`config.mk`:
```
export PLATFORM = sky130hd
export DESIGN_NAME = draw_request_scheduler
export DESIGN_NICKNAME = d
export VERILOG_FILES = /design/src/rtl/draw_request_scheduler.sv
export SDC_FILE = /design/constraint.sdc
export NUM_CORES = 1
export LEC_CHECK = 0
export ABC_AREA = 1
export ABC_CLOCK_PERIOD_IN_PS = 3600
export CELL_PAD_IN_SITES_DETAIL_PLACEMENT = 0
export CELL_PAD_IN_SITES_GLOBAL_PLACEMENT = 1
export CORE_UTILIZATION = 52
export DETAILED_ROUTE_END_ITERATION = 16
export DONT_BUFFER_PORTS = 1
export GPL_TIMING_DRIVEN = 0
export PLACE_DENSITY_LB_ADDON = 0.1
export SLEW_MARGIN = 15
export SYNTH_ARGS = -nofsm -noshare
export SYNTH_HDL_FRONTEND = slang
export SYNTH_SLANG_ARGS = --single-unit
```
`constraint.sdc`:
```
create_clock -name clock -period 3.6 [get_ports clock]
set_input_delay 0.72 -clock clock [delete_from_list [all_inputs] [get_ports clock]]
set_output_delay 0.72 -clock clock [all_outputs]
set_load 0.02 [all_outputs]
```
`src/rtl/draw_request_scheduler.sv`:
```
// Character draw request queue (FIFO or LIFO) feeding a single load/draw transaction engine.
// Optional screen-bounds rejection of incoming requests is enabled by defining DRAW_CLIP_EN.
module draw_request_scheduler #(
  parameter int ID_WIDTH    = 8,
  parameter int X_WIDTH     = 10,
  parameter int Y_WIDTH     = 10,
  parameter int DEPTH       = 16,
  parameter int LIFO        = 0,
  parameter int VBLANK_GATE = 1,
  parameter int SCREEN_W    = 640,
  parameter int SCREEN_H    = 480
) (
  input  logic                     clock,
  input  logic                     reset,
  input  logic                     push,
  input  logic [ID_WIDTH-1:0]      push_id,
  input  logic [X_WIDTH-1:0]       push_x,
  input  logic [Y_WIDTH-1:0]       push_y,
  input  logic                     flush,
  input  logic                     vblank,
  output logic                     load,
  output logic [ID_WIDTH-1:0]      load_character_id,
  output logic [X_WIDTH-1:0]       load_x,
  output logic [Y_WIDTH-1:0]       load_y,
  input  logic                     load_finish,
  input  logic                     draw_finish,
  output logic                     busy,
  output logic [$clog2(DEPTH):0]   count,
  output logic                     full,
  output logic                     empty,
`ifdef DRAW_CLIP_EN
  output logic                     clipped,
`endif
  output logic                     overflow
);

  localparam int PTR_W   = $clog2(DEPTH);
  localparam int CNT_W   = PTR_W + 1;
  localparam int ENTRY_W = ID_WIDTH + X_WIDTH + Y_WIDTH;
  localparam logic [CNT_W-1:0] DEPTH_C = CNT_W'(DEPTH);

  typedef enum logic [1:0] {
    ST_IDLE = 2'd0,
    ST_LOAD = 2'd1,
    ST_DRAW = 2'd2
  } state_t;

  state_t               state_r, state_nxt_s;
  logic [ENTRY_W-1:0]   mem_r [DEPTH];
  logic [PTR_W-1:0]     rd_ptr_r, wr_ptr_r;
  logic [PTR_W-1:0]     rd_idx_s, wr_idx_s;
  logic [CNT_W-1:0]     count_r, count_nxt_s;
  logic                 full_r, empty_r, overflow_r, busy_r;
  logic                 load_r;
  logic [ID_WIDTH-1:0]  load_id_r;
  logic [X_WIDTH-1:0]   load_x_r;
  logic [Y_WIDTH-1:0]   load_y_r;
  logic [ENTRY_W-1:0]   rd_entry_s;
  logic                 issue_ok_s, pop_s, clip_s, push_ok_s, drop_s;

  // Request qualification: gating, clip check, accept/drop decisions
  always_comb begin
    issue_ok_s = 1'b0;
    clip_s     = 1'b0;
    if (VBLANK_GATE != 32'sd0) begin
      issue_ok_s = vblank;
    end else begin
      issue_ok_s = 1'b1;
    end
`ifdef DRAW_CLIP_EN
    if (push && ((32'(push_x) >= 32'(SCREEN_W)) || (32'(push_y) >= 32'(SCREEN_H)))) begin
      clip_s = 1'b1;
    end else begin
      clip_s = 1'b0;
    end
`endif
    // flush beats the issue condition, so nothing is popped on a flush cycle
    pop_s     = (state_r == ST_IDLE) && !empty_r && issue_ok_s && !flush;
    push_ok_s = push && !flush && !clip_s && (!full_r || pop_s);
    drop_s    = push && !flush && !clip_s && full_r && !pop_s;
  end

  // Queue slot selection; in LIFO mode a simultaneous push reuses the popped top slot
  always_comb begin
    rd_idx_s = rd_ptr_r;
    wr_idx_s = wr_ptr_r;
    if (LIFO != 32'sd0) begin
      rd_idx_s = count_r[PTR_W-1:0] - PTR_W'(1'b1);
      if (pop_s) begin
        wr_idx_s = rd_idx_s;
      end else begin
        wr_idx_s = count_r[PTR_W-1:0];
      end
    end else begin
      rd_idx_s = rd_ptr_r;
      wr_idx_s = wr_ptr_r;
    end
    rd_entry_s = mem_r[rd_idx_s];
  end

  // Next occupancy
  always_comb begin
    count_nxt_s = count_r;
    if (flush) begin
      count_nxt_s = '0;
    end else begin
      case ({push_ok_s, pop_s})
        2'b10:   count_nxt_s = count_r + CNT_W'(1'b1);
        2'b01:   count_nxt_s = count_r - CNT_W'(1'b1);
        default: count_nxt_s = count_r;
      endcase
    end
  end

  // Queue storage
  always_ff @(posedge clock) begin
    if (push_ok_s) begin
      mem_r[wr_idx_s] <= {push_id, push_x, push_y};
    end
  end

  // Pointers, occupancy flags and sticky overflow
  always_ff @(posedge clock) begin
    if (reset) begin
      rd_ptr_r   <= '0;
      wr_ptr_r   <= '0;
      count_r    <= '0;
      full_r     <= 1'b0;
      empty_r    <= 1'b1;
      overflow_r <= 1'b0;
    end else begin
      count_r <= count_nxt_s;
      full_r  <= (count_nxt_s == DEPTH_C);
      empty_r <= (count_nxt_s == '0);
      if (flush) begin
        rd_ptr_r <= '0;
        wr_ptr_r <= '0;
      end else begin
        if (push_ok_s) begin
          wr_ptr_r <= wr_ptr_r + PTR_W'(1'b1);
        end
        if (pop_s) begin
          rd_ptr_r <= rd_ptr_r + PTR_W'(1'b1);
        end
      end
      if (drop_s) begin
        overflow_r <= 1'b1;
      end
    end
  end

  // Transaction FSM next state
  always_comb begin
    state_nxt_s = state_r;
    case (state_r)
      ST_IDLE: begin
        if (pop_s) begin
          state_nxt_s = ST_LOAD;
        end else begin
          state_nxt_s = ST_IDLE;
        end
      end
      ST_LOAD: begin
        if (load_finish && draw_finish) begin
          state_nxt_s = ST_IDLE;
        end else if (load_finish) begin
          state_nxt_s = ST_DRAW;
        end else begin
          state_nxt_s = ST_LOAD;
        end
      end
      ST_DRAW: begin
        if (draw_finish) begin
          state_nxt_s = ST_IDLE;
        end else begin
          state_nxt_s = ST_DRAW;
        end
      end
      default: state_nxt_s = ST_IDLE;
    endcase
  end

  // Transaction FSM state register and busy flag
  always_ff @(posedge clock) begin
    if (reset) begin
      state_r <= ST_IDLE;
      busy_r  <= 1'b0;
    end else begin
      state_r <= state_nxt_s;
      busy_r  <= (state_nxt_s != ST_IDLE);
    end
  end

  // Issued request registers, held stable through LOAD
  always_ff @(posedge clock) begin
    if (reset) begin
      load_r    <= 1'b0;
      load_id_r <= '0;
      load_x_r  <= '0;
      load_y_r  <= '0;
    end else if (pop_s) begin
      load_r    <= 1'b1;
      load_id_r <= rd_entry_s[ENTRY_W-1 -: ID_WIDTH];
      load_x_r  <= rd_entry_s[X_WIDTH+Y_WIDTH-1 -: X_WIDTH];
      load_y_r  <= rd_entry_s[Y_WIDTH-1:0];
    end else if ((state_r == ST_LOAD) && load_finish) begin
      load_r <= 1'b0;
    end
  end

`ifdef DRAW_CLIP_EN
  logic clipped_r;

  // One-cycle notice of a rejected off-screen request
  always_ff @(posedge clock) begin
    if (reset) begin
      clipped_r <= 1'b0;
    end else begin
      clipped_r <= clip_s;
    end
  end

  assign clipped = clipped_r;
`endif

  assign load              = load_r;
  assign load_character_id = load_id_r;
  assign load_x            = load_x_r;
  assign load_y            = load_y_r;
  assign busy              = busy_r;
  assign count             = count_r;
  assign full              = full_r;
  assign empty             = empty_r;
  assign overflow          = overflow_r;

endmodule
```
==> results.py, run 1 <==
metrics = {
    "grt": {
        "grt_pass1_vias": 12540,
        "gr-total-overflow": 0,
        "grt_pass1_wl_um": 81500,
        "grt_max_degree": 20,
        "grt_antenna_before_repair": 0,
        "grt_util_all_layers_pct": 29.7,
    },
    "timing": {
        "max_slew_margin_pct": 23.8,
        "clock.fmax_mhz": 323,
        "worst_pin_slew_ps": 1140,
        "rsz0062_at_grt": "no",
        "holdWs_ps": 224,
        "period_minus_slack_ps": 3100,
        "slew_violations": 0,
        "hold_viol": 0,
        "skew_ps": 16.3,
        "finalSetupViolCount": 0,
        "fin_tns_setup_ps": 0,
        "period_share_pct": 86.0,
    },
    "clock_network": {
        "cts.sinks": 496,
        "cts_root_buf": "clkbuf_16",
        "post_cts_buffers": 0,
        "ctsHoldBuffers": 0,
        "clockBufferDepth": 3,
        "htreeDepth": 2,
        "path_clk_slew_ps": 60,
        "worstSkewPairLatency_ps": 580,
        "numCtsBuffers": 50,
        "post_cts_resize_count": 0,
        "cts_tree": "built",
    },
    "power": {
        "p_clk_share_pct": 42.6,
        "ir_drop_v": 0.000356,
        "total_power_mw": 11.6,
        "leakagePower_nw": 7.37,
        "sw_frac_of_total_pct": 20.3,
        "switchingPower_mw": 2.36,
        "intPower_mw": 9.24,
        "power_density_mw_per_mm2": 517,
        "combPwrFrac_pct": 2.6,
        "seq_power_share_pct": 54.8,
    },
    "synthesis": {
        "netlist_area_mm2": 0.0197,
        "ys_ff_latch": 496,
        "synth_cell_types": 24,
        "avgSynthCellArea_um2": 12.1,
        "ys_seq_area_share_pct": 73.1,
        "yosys_warnings": 0,
        "syn_inst": 1623,
        "syn-num-nets": 1666,
    },
    "route": {
        "drc": 0,
        "drtPass1Iterations": 5,
        "final_antenna_net_count": 0,
        "drt-wirelength-per-cell_um": 25.3,
        "avgViaCountPerCell": 5.94,
        "drt_iter0_markers": 1417,
        "routed_wirelength_um": 56700,
        "dr_total_vias": 13289,
    },
    "setup_path": {
        "crit_path_max_fanout": 11,
        "critPathLaunch": "empty$_SDFF_PP1_",
        "cp_data_arrival_time_ps": 3620,
        "endpoint": "empty$_SDFF_PP1_",
        "rr_startpoint": "empty$_SDFF_PP1_",
        "reg2reg_setup_slack_ps": 500,
        "critPathLaunchType": "flip-flop",
        "r2r-end": "empty$_SDFF_PP1_",
        "end_kind": "flip-flop",
        "rr_worst_depth": 18,
        "required_ps": 4130,
        "critical_path_class": "flip-flop to flip-flop",
    },
    "finish": {
        "antennaDiodeCount": 0,
        "fill_cells": 2965,
        "area_growth_pct": 13.8,
        "fin_nets": 1734,
        "drive_gt1_share_pct": 7.91,
    },
    "min_path": {
        "worstHoldPathType": "input pin to flip-flop",
    },
    "die": {
        "start_util_pct": 53.3,
        "die_y_um": 197,
        "die_x_um": 197,
        "die-area_mm2": 0.0387,
        "design.core.area_mm2": 0.0370,
        "io_pins": 73,
        "row_count": 70,
    },
    "job": {
        "cap_violations": 0,
    },
    "placement": {
        "numPortBuffers": 0,
        "dp_hpwl_um": 36300,
        "gp_congestion": 0.813,
    },
    "outcome": {
        "status": "complete, no violations",
    },
}
-- Yosys cell counts --
| cell type | number | area, um2 |
|---|---|---|
| nand2_1 | 72 | 270 |
| dfxtp_1 | 48 | 961 |
| o21ai_0 | 198 | 991 |
| a21oi_1 | 8 | 40.0 |
| xnor2_1 | 1 | 8.76 |
| clkinv_1 | 1 | 3.75 |
| and3_1 | 1 | 6.26 |
| nand3_1 | 95 | 475 |
| ha_1 | 8 | 100 |
| buf_1 | 6 | 22.5 |
| buf_2 | 23 | 115 |
| nor2_1 | 432 | 1620 |
| a21boi_0 | 1 | 7.51 |
| o21ai_1 | 37 | 185 |
| nand4_1 | 2 | 12.5 |
| inv_1 | 53 | 199 |
| a31oi_1 | 2 | 12.5 |
| edfxtp_1 | 448 | 13500 |
| o211ai_1 | 112 | 841 |
| buf_4 | 10 | 75.1 |
| nor3_1 | 1 | 5.00 |
| clkbuf_1 | 55 | 206 |
| buf_6 | 8 | 90.1 |
| inv_6 | 1 | 8.76 |
-- worst max-delay path, cell delays in order, from the launching register on --
cell,delay [ps]
dfxtp_1,440
inv_1,70
nand4_1,260
clkinv_1,400
buf_2,360
ha_1,330
nand2_1,90
inv_1,50
nor2_1,120
ha_1,240
nor2_1,80
nor2_1,40
o21ai_0,100
nand2_1,90
inv_1,80
nand2_1,50
a21oi_1,110
nand2_1,60
nand2_1,50
-- kinds of logic (layout without fill, tap and decap cells) --
| family | Yosys count | count (layout) | share of synthesized area (%) |
|---|---|---|---|
| flops | 496 | 496 | 73.1 |
| simple gates | 603 | 603 | 12.1 |
| xor+xnor | 1 | 1 | 0.0444 |
| compound gates | 358 | 358 | 10.5 |
| fa+ha+maj | 8 | 8 | 0.508 |
| buf+inv | 157 | 266 | 3.66 |
-- per-stage QoR --
| stage | setup slack (ps) | area [um2] | std cells | utilization (%) |
|---|---|---|---|---|
| 3_3_place_gp | -1420 | 20300 | 2127 | 55.0 |
| 5_1_grt | 143 | 22400 | 2236 | 60.7 |
| 3_5_place_dp | 206 | 20900 | 2143 | 56.5 |
| 2_1_floorplan | 517 | 19700 | 1623 | - |
| 4_1_cts | 498 | 22400 | 2236 | 60.7 |
| 6_report | 504 | 22400 | 2236 | 60.7 |
-- worst min-delay path by stage --
| stage | startpoint | slack, ps | cells past startpoint | endpoint |
|---|---|---|---|---|
| finish | push_y[0] | 220 | 0 | mem_r[5][0]$_DFFE_PP_ |
| global route | push_id[6] | 200 | 0 | mem_r[14][26]$_DFFE_PP_ |
| CTS | push_y[0] | 210 | 0 | mem_r[7][0]$_DFFE_PP_ |
| detailed placement | wr_idx_s[2]$_SDFFE_PP0P_ | 520 | 2 | wr_idx_s[2]$_SDFFE_PP0P_ |
| global placement | wr_idx_s[2]$_SDFFE_PP0P_ | 520 | 2 | wr_idx_s[2]$_SDFFE_PP0P_ |
| floorplan | wr_idx_s[2]$_SDFFE_PP0P_ | 490 | 2 | wr_idx_s[2]$_SDFFE_PP0P_ |
-- registers in the layout, summed over array words and instances, names as in the netlist, 2 cells and up --
signal             cells
count                  5
load_y                10
state_r                2
wr_idx_s               4
load_character_id      8
load_x                10
mem_r                448
rd_idx_s               4
-- final cells by class --
cell class	instances	area, um2	share of cell area [%]
plain buffers	102	509	2.27
clock buffers	75	1450	6.46
clock inverters	18	100	0.446
inverters	55	211	0.943
multi-input cells	970	4700	20.9
flip-flops and latches	496	14400	64.3
well taps	504	631	2.81
repair buffers	16	418	1.86
-- power by group through the flow --
stage | Sequential [mW] | Combinational, mW | Clock, mW
5_1_grt | 6.36 | 0.337 | 5.20
3_5_place_dp | 6.48 | 0.302 | 0
4_1_cts | 6.36 | 0.304 | 4.97
3_3_place_gp | 6.48 | 0.288 | 0
2_1_floorplan | 6.48 | 0.193 | 0
6_report | 6.36 | 0.304 | 4.94
-- routing by layer --
layer  vias to the layer above  GRT usage, %  share of wire, %
met3                       120          5.36               9.2
met4                         0          11.0               3.3
li1                       5960             -                 -
met1                      6506          41.6                41
met5                         -             0                 0
met2                       703          46.9                47
-- layout by cell type (no fill, tap or decap), types with 6 or more instances in the layout --
cell type    n
nor2_4      16
buf_2       23
o211ai_1   112
buf_16      13
nor2_1     416
o21ai_1     37
o21ai_0    198
edfxtp_1   448
a21oi_1      8
inv_1       53
clkbuf_1    73
buf_4       10
nand3_1     95
nand2_1     72
clkinv_1    13
dfxtp_1     48
buf_1        6
ha_1         8
buf_6        8
clkbuf_16   53
No activity file was read; power rests on OpenSTA's default activity.
==> run 2: changes to the inputs <==
ABC_CLOCK_PERIOD_IN_PS = 3800   (was 3600)
CORE_UTILIZATION = 55   (was 52)
clock period = 3.8 ns   (was 3.6 ns; I/O delays follow)
==> results.py, run 2 (same netlist as run 1, synthesis figures left out) <==
metrics = {
    "outcome": {
        "status": "complete, no violations",
    },
    "setup_path": {
        "path_cells": "inv_1 > nand4_1 > clkinv_1 > buf_2 > ha_1 > nand2_1 > inv_1 > nor2_1 > ha_1 > inv_1 > nand2_1 > nand3_1 > nand2_1 > nand2_1 > nand2_1 > nand2_1 > nand2_1 > nand2_1 > nand2_1 > nand2_1",
        "cp_num_cells": 20,
        "crit_family": "simple AND/OR/NAND/NOR gates",
        "critical_path_class": "flip-flop to flip-flop",
        "critPathLaunch": "empty$_SDFF_PP1_",
        "slowest_stage": "dfxtp_1",
        "max_stage_delay_ps": 440,
        "endpoint": "empty$_SDFF_PP1_",
        "cpMostUsedCell": "nand2_1",
        "rr_worst_depth": 20,
        "required_ps": 4270,
        "cp_data_arrival_time_ps": 3590,
        "cp_num_buf_inv": 5,
        "end_kind": "flip-flop",
        "rr_startpoint": "empty$_SDFF_PP1_",
        "r2r-end": "empty$_SDFF_PP1_",
        "reg2reg_setup_slack_ps": 690,
        "critPathLaunchType": "flip-flop",
        "crit_path_max_fanout": 11,
    },
    "finish": {
        "layout_commonest_cell": "edfxtp_1",
        "most-common-layout-cells": "edfxtp_1 (448), nor2_1 (416), o21ai_0 (198)",
        "drive_gt1_share_pct": 8.72,
        "top_register": "mem_r",
        "final_area_mm2": 0.0225,
        "antennaDiodeCount": 0,
        "fin_nets": 1735,
        "fill_cells": 2635,
        "area_growth_pct": 14.1,
        "largest_register_ffs": 448,
    },
    "grt": {
        "grt_antenna_before_repair": 0,
        "grt_util_all_layers_pct": 31.7,
        "grt_pass1_vias": 13050,
        "gr-total-overflow": 0,
        "grt_pass1_wl_um": 82100,
        "grt_max_degree": 20,
    },
    "route": {
        "dr.max_layer_used": "met4",
        "drtPass1Iterations": 5,
        "drt_iter0_markers": 1442,
        "dr_total_vias": 13432,
        "drt-wirelength-per-cell_um": 26.0,
        "m1WireLength_um": 23100,
        "final_antenna_net_count": 0,
        "routed_wirelength_um": 56800,
        "met3_length_um": 4870,
        "wl_met2_um": 26400,
        "drc": 0,
        "avgViaCountPerCell": 6.14,
    },
    "timing": {
        "hold_viol": 0,
        "slew_violations": 0,
        "setup_ws_ps": 686,
        "clock.fmax_mhz": 321,
        "worst_pin_slew_ps": 1150,
        "skew_ps": 15.3,
        "period_share_pct": 82.0,
        "rsz0062_at_grt": "no",
        "period_minus_slack_ps": 3110,
        "finalSetupViolCount": 0,
        "max_slew_margin_pct": 23.2,
    },
    "clock_network": {
        "cts_root_buf": "clkbuf_16",
        "clockBufferDepth": 3,
        "path_clk_slew_ps": 70,
        "post_cts_buffers": 0,
        "cts.sinks": 496,
        "htreeDepth": 2,
        "numCtsBuffers": 50,
        "worstSkewPairLatency_ps": 580,
        "cts_tree": "built",
        "post_cts_resize_count": 0,
        "ctsHoldBuffers": 0,
    },
    "die": {
        "design.core.area_mm2": 0.0349,
        "start_util_pct": 56.5,
        "die-area_mm2": 0.0366,
        "io_pins": 73,
        "die_y_um": 191,
        "die_x_um": 191,
        "row_count": 68,
    },
    "power": {
        "power_density_mw_per_mm2": 499,
        "ir_drop_v": 0.000389,
        "leakagePower_nw": 7.44,
    },
    "placement": {
        "gp_congestion": 0.812,
        "dpl_worst_slack_ps": 355,
        "placed_area_mm2": 0.0209,
        "numPortBuffers": 0,
        "dp_hpwl_um": 36300,
    },
    "job": {
        "cap_violations": 0,
    },
    "min_path": {
        "worstHoldPathType": "input pin to flip-flop",
    },
}
run 2: changes by cell type in the layout (fill, tap and decap cells not counted), moves of 2 or more:
cell	change
clkbuf_16	-2
clkbuf_1	-8
clkinv_2	+7
bufinv_16	+3
clkbuf_8	+3
buf_16	+2
clkinv_1	-6
run 2: through the flow:
stage / hold slack [ps] / setup TNS (ps) / util [%] / total power [mW] / instances
6_report: 268 / 0 / 64.5 / 11.2 / 2187
5_1_grt: 249 / 0 / 64.5 / 11.5 / 2187
4_1_cts: 252 / 0 / 64.5 / 11.2 / 2187
3_5_place_dp: 545 / 0 / 59.8 / 6.43 / 2095
3_3_place_gp: 513 / -438380 / 58.1 / 6.41 / 2078
2_1_floorplan: 487 / 0 / - / 6.32 / 1623
run 2: cell type report:
class                      instances  area (um2)  share of cell area (%)
sequential                       496       14400                    64.1
tap                              455         569                    2.53
clock inverter                    24         219                   0.974
clock buffer                      68        1410                    6.27
timing repair buffer              17         453                    2.01
multi-input combinational        970        4700                    20.9
inverter                          55         211                   0.941
buffer                           102         509                    2.27
run 2: how the worst min path moves through the flow:
stage / depth (start not counted) / slack (ps) / to / start
finish: 0 / 270 / mem_r[12][19]$_DFFE_PP_ / push_x[9]
global route: 0 / 250 / mem_r[12][19]$_DFFE_PP_ / push_x[9]
CTS: 0 / 250 / mem_r[12][19]$_DFFE_PP_ / push_x[9]
detailed placement: 2 / 550 / wr_idx_s[2]$_SDFFE_PP0P_ / wr_idx_s[2]$_SDFFE_PP0P_
global placement: 2 / 510 / wr_idx_s[2]$_SDFFE_PP0P_ / wr_idx_s[2]$_SDFFE_PP0P_
floorplan: 2 / 490 / wr_idx_s[2]$_SDFFE_PP0P_ / wr_idx_s[2]$_SDFFE_PP0P_
run 2: where the power goes:
part           internal [mW]  switching, mW  leakage [nW]  total [mW]
clock                   2.86           2.04         0.808        4.90
sequential              5.98         0.0429          4.43        6.03
combinational         0.0851          0.202          2.20       0.287
run 2: layer usage:
layer | vias up | GRT usage, %
met5 | - | 0
met4 | 0 | 14.3
met3 | 170 | 4.41
met2 | 675 | 50.1
met1 | 6632 | 43.9
li1 | 5955 | -
